File: config.mk
export PLATFORM = sky130hd
export DESIGN_NAME = maxnet_controller
export DESIGN_NICKNAME = d
export VERILOG_FILES = /design/src/rtl/maxnet_controller.sv
export SDC_FILE = /design/constraint.sdc
export NUM_CORES = 1
export LEC_CHECK = 0
export BUFFER_PORTS_ARGS = -buffer_cell sky130_fd_sc_hd__buf_2
export CAP_MARGIN = 40
export CORE_MARGIN = 5
export CORE_UTILIZATION = 41
export CTS_CLUSTER_SIZE = 20
export DETAILED_ROUTE_END_ITERATION = 8
export HOLD_SLACK_MARGIN = 0.03
export PLACE_DENSITY = 0.71
export SYNTH_ARGS = -nofsm -noshare
export SYNTH_HDL_FRONTEND = slang
export SYNTH_SLANG_ARGS = --single-unit
export TNS_END_PERCENT = 10
File: constraint.sdc
create_clock -name clk -period 1.63 [get_ports clk]
set_input_delay 0 -clock clk [delete_from_list [all_inputs] [get_ports clk]]
set_output_delay 0 -clock clk [all_outputs]
set_load 0.01 [all_outputs]
File: src/rtl/maxnet_controller.sv
// Sequencer for the 4-neuron Maxnet datapath: load, iterate PLU passes until convergence, return winner.
// Optional iteration limit enabled by defining MAXNET_TIMEOUT_EN.
module maxnet_controller #(
    parameter int ITER_W   = 8,
    parameter int MAX_ITER = 200
) (
    input  logic              clk,
    input  logic              rst_n,
    input  logic              go,
    input  logic              abort,
    input  logic              plu_done,
    input  logic              loop,
    input  logic              finish,
    input  logic [31:0]       dp_out,
    output logic              rst_plu,
    output logic              start,
    output logic              eps_reg_we,
    output logic              we_a_reg,
    output logic              we_prim,
    output logic              mux_sel,
    output logic              busy,
    output logic              done,
    output logic [31:0]       result,
    output logic [ITER_W-1:0] iter_count
`ifdef MAXNET_TIMEOUT_EN
    ,
    output logic              timeout
`endif
);

    // state   | meaning
    // IDLE    | waiting for go
    // LOAD    | copy init activations and epsilon into the datapath
    // PRST    | reset the PLUs
    // PSTART  | start a PLU pass
    // PWAIT   | wait for all PLUs to finish
    // EVAL    | converged -> FWAIT, else write back and run another pass
    // FWAIT   | wait for output-check valid, capture winner
    // DONE    | completion pulse
    typedef enum logic [2:0] {
        S_IDLE, S_LOAD, S_PRST, S_PSTART, S_PWAIT, S_EVAL, S_FWAIT, S_DONE
    } state_t;

    localparam logic [ITER_W-1:0] ITER_SAT = '1;
`ifdef MAXNET_TIMEOUT_EN
    localparam logic [ITER_W-1:0] ITER_LIMIT = ITER_W'(MAX_ITER - 1);
`endif

    state_t state;
    logic   write_back;

    // Abort wins over the write-back too, so an aborted EVAL leaves the datapath untouched.
    assign write_back = (state == S_EVAL) && !loop && !abort;

    always_comb begin
        rst_plu    = 1'b0;
        start      = 1'b0;
        eps_reg_we = 1'b0;
        we_a_reg   = 1'b0;
        we_prim    = 1'b0;
        mux_sel    = 1'b0;
        busy       = (state != S_IDLE);
        done       = 1'b0;
        case (state)
            S_LOAD: begin
                mux_sel    = 1'b1;
                we_a_reg   = 1'b1;
                we_prim    = 1'b1;
                eps_reg_we = 1'b1;
            end
            S_PRST:   rst_plu  = 1'b1;
            S_PSTART: start    = 1'b1;
            S_EVAL:   we_a_reg = write_back;
            S_DONE:   done     = 1'b1;
            default: ;
        endcase
    end

    always_ff @(posedge clk or negedge rst_n) begin
        if (!rst_n) begin
            state      <= S_IDLE;
            result     <= '0;
            iter_count <= '0;
`ifdef MAXNET_TIMEOUT_EN
            timeout    <= 1'b0;
`endif
        end else if (abort && state != S_IDLE) begin
            state <= S_IDLE;
        end else begin
            case (state)
                S_IDLE: if (go) state <= S_LOAD;
                S_LOAD: begin
                    iter_count <= '0;
                    result     <= '0;
`ifdef MAXNET_TIMEOUT_EN
                    timeout    <= 1'b0;
`endif
                    state      <= S_PRST;
                end
                S_PRST:   state <= S_PSTART;
                S_PSTART: state <= S_PWAIT;
                S_PWAIT:  if (plu_done) state <= S_EVAL;
                S_EVAL: begin
                    if (loop) begin
                        state <= S_FWAIT;
                    end else begin
                        if (iter_count != ITER_SAT) iter_count <= iter_count + 1'b1;
`ifdef MAXNET_TIMEOUT_EN
                        if (iter_count == ITER_LIMIT) begin
                            timeout <= 1'b1;
                            state   <= S_FWAIT;
                        end else begin
                            state   <= S_PRST;
                        end
`else
                        state <= S_PRST;
`endif
                    end
                end
                S_FWAIT: begin
                    if (finish) begin
                        result <= dp_out;
                        state  <= S_DONE;
                    end
                end
                S_DONE:  state <= S_IDLE;
                default: state <= S_IDLE;
            endcase
        end
    end

endmodule

==> qor.csv <==
metric,value,unit
Die H,76.9,um
DRC errors left,0,
ys flop type,dfrtp_1,
Clk pwr share,29.2,%
first-pass detailed-route iteration total,4,
die area,5910,um^2
post-DP HPWL,3330,um
total grt overflow,0,
Clock transition at path regs,80,ps
Seq pwr share,42.0,%
initial antenna violation count,0,
core area,4350,um^2
fill count,348,
Iter 0 DRT Violations,71,
vias per cell,5.18,
status,completed,
Worst Path Arrival,1750,ps
htree depth,2,
area grow syn2layout,56.2,%
"Period Utilization, post-route",95.5,%
Cell Int Power,2050,uW
RSZ-0062 raised after global routing,no,
Peak VDD IR,0.860,mV
GR Util met2,28.4,%
fmax,0.643,GHz
WL final,5140,um
met3 Use GR,5.15,%
busiest grt layer,met2,
"commonest non-fill, non-tap cell in the layout",buf_2,
Period minus WS final,1560,ps
post-synthesis sequential area ratio,58.7,%
first-pass GRT wire length,8490,um
Placed Area,2400,um^2
most frequent cells in the layout,"buf_2 (86), dfrtp_1 (42), dlygate4sd3_1 (34)",
placer congestion estimate,0.721,
"slowest stage cell, crit path",or3_4,
worst-skew pair later-pin latency,280,ps
CP Cell Sequence,"nand2b_4, a211o_1, or3_4, o31ai_2",
synthesized cell area,1830,um^2
clk root buf,clkbuf_8,
I/O pin count,87,
Max Slew Vio Count,0,
final non-filler cell total,330,
Power Dens Cells,1010,nW/um^2
Worst Skew,3.05,ps
Sw Ratio,29.0,%
syn_nets,189,
Worst Max-Slew Pin Slew,487,ps
CTS tree,built,
clk sinks,43,
post-synth top area share,58.7,%
required time of the critical path,1830,ps
Rel. slew slack,67.5,%
Synth Instances,149,
Comb pwr share,28.8,%
"Hold Vio Cnt, Final",0,
Rows,24,
TNS Setup,0,ps
Critical Path Source Type,flop,
Routed Antenna Nets,0,
critical path class,reg -> reg,
post-route cell area,2860,um^2
Psw,837,uW
post-synth cell types,34,
vias,1708,
ratio of cells with drive above 1 in the final layout,42.1,%
number of max-cap violations,0,
Initial Util,42.1,%
Lkg Pwr,0.00151,uW
CP peak stage delay,400,ps
routed length per instance,15.6,um
synth warn,0,
number of global-route vias before repair,1695,
number of port buffers,86,
critical path peak fanout,5,
GR Util met1,22.8,%
largest net degree at the start of global routing,31,
main area contributors after synthesis,"dfrtp_1 (59%), a22o_1 (15%), o31ai_1 (3.3%)",
Avg Inst Size Synth,12.3,um^2
async set or reset register ratio after synthesis,100,%
endpoints failing setup,0,
Die X,76.9,um
layout net count,317,
Num CTS Buffers,5,
number of flops mapped to enable cells by yosys,0,
Seq cells post-synth,43,
Setup Buffers After CTS,0,
crit end category,flop,
min-delay worst type,in -> reg,
# diodes,0,
Bufs on Longest Clock Path,2,
Synth area leader,dfrtp_1,
total placed cells including tap cells,288,
GR Util All Layers,17.5,%
==> final cells by class <==
cell class | count | area, um^2 | share of cell area, %
Sequential cell | 43 | 1080 | 37.6
Timing Repair Buffer | 133 | 906 | 31.6
Multi-Input combinational cell | 93 | 693 | 24.2
Clock buffer | 6 | 82.6 | 2.88
Tap cell | 52 | 65.1 | 2.27
Clock inverter | 2 | 35.0 | 1.22
Inverter | 1 | 3.75 | 0.131
==> flip-flops by register name, summed over array words and instances (netlist names) <==
signal,cells
result,32
iter_count,8
state,3
==> worst max-delay path: cells and delay by family, from the launching register on <==
family / cells / cell delay (ps)
flip-flops: 1 / 390
AND/OR/NAND/NOR: 2 / 560
AO/OA/AOI/OAI: 2 / 520
==> path summary, 6_finish.rpt <==
check / from / end / slack, ps / depth (start not counted)
max reg2reg: state[1]$_DFFE_PN0P_ / iter_count[3]$_DFFE_PN0P_ / 70 / 4
min reg2reg: result[8]$_DFFE_PN0P_ / result[8]$_DFFE_PN0P_ / 500 / 1
max: state[1]$_DFFE_PN0P_ / iter_count[3]$_DFFE_PN0P_ / 70 / 4
max in group asynchronous: rst_n / result[22]$_DFFE_PN0P_ / 950 / 3
min in group asynchronous: rst_n / result[12]$_DFFE_PN0P_ / 200 / 2
min: loop / state[2]$_DFFE_PN0P_ / 30 / 3
==> stage by stage <==
step / power, uW / worst slack, ps / hold slack [ps] / util, %
final: 2890 / 74.0 / 33.6 / 65.7
after CTS: 2910 / 63.7 / 142 / 65.8
after global placement: 1980 / 143 / -16.2 / 55.1
after detailed placement: 1990 / 65.2 / -7.87 / 55.1
after floorplan: 1680 / 29.8 / -296 / -
after global routing: 3050 / 2.90 / 44.5 / 65.7
==> synthesized netlist by cell type, types with 2 or more instances <==
cell,n
a21oi_1,4
a22o_1,32
buf_2,7
buf_4,2
clkbuf_1,2
dfrtp_1,43
nand2_1,4
nand2b_1,5
nand3_1,3
nor2_1,5
nor2b_1,3
o21ai_0,9
o31ai_1,8
or2_2,2
==> timing repair <==
action | 4_1_cts | 5_1_grt
endpoints found under the hold margin | 55 | 0
setup endpoints to repair | 0 | 1
hold buffers | 35 | 0
resized for setup | 0 | 2
==> logic make-up after synthesis <==
logic type,synth area share (%)
muxes,0.614
adders and majority gates,0.682
AOI/OAI and AO/OA,25.1
xor gates and xnor gates,0.478
and+or+nand+nor,10.4
buffers and inverters,3.96
DFF,58.7
==> metal layers <==
layer  part of all wire (%)  vias up  routed length [um]
met4                    1.0        0                  53
met2                     49       63                2530
met5                      0        -                   0
li1                       -      821                   -
met3                    6.7        4                 344
met1                     43      820                2210
==> power groups by stage <==
stage	registers, uW	logic [uW]	clock network [uW]
floorplan	1250	425	0
finish	1210	832	842
global placement	1230	757	0
detailed placement	1230	762	0
CTS	1210	834	867
global route	1220	909	915
(Power assumes the default switching activity.)
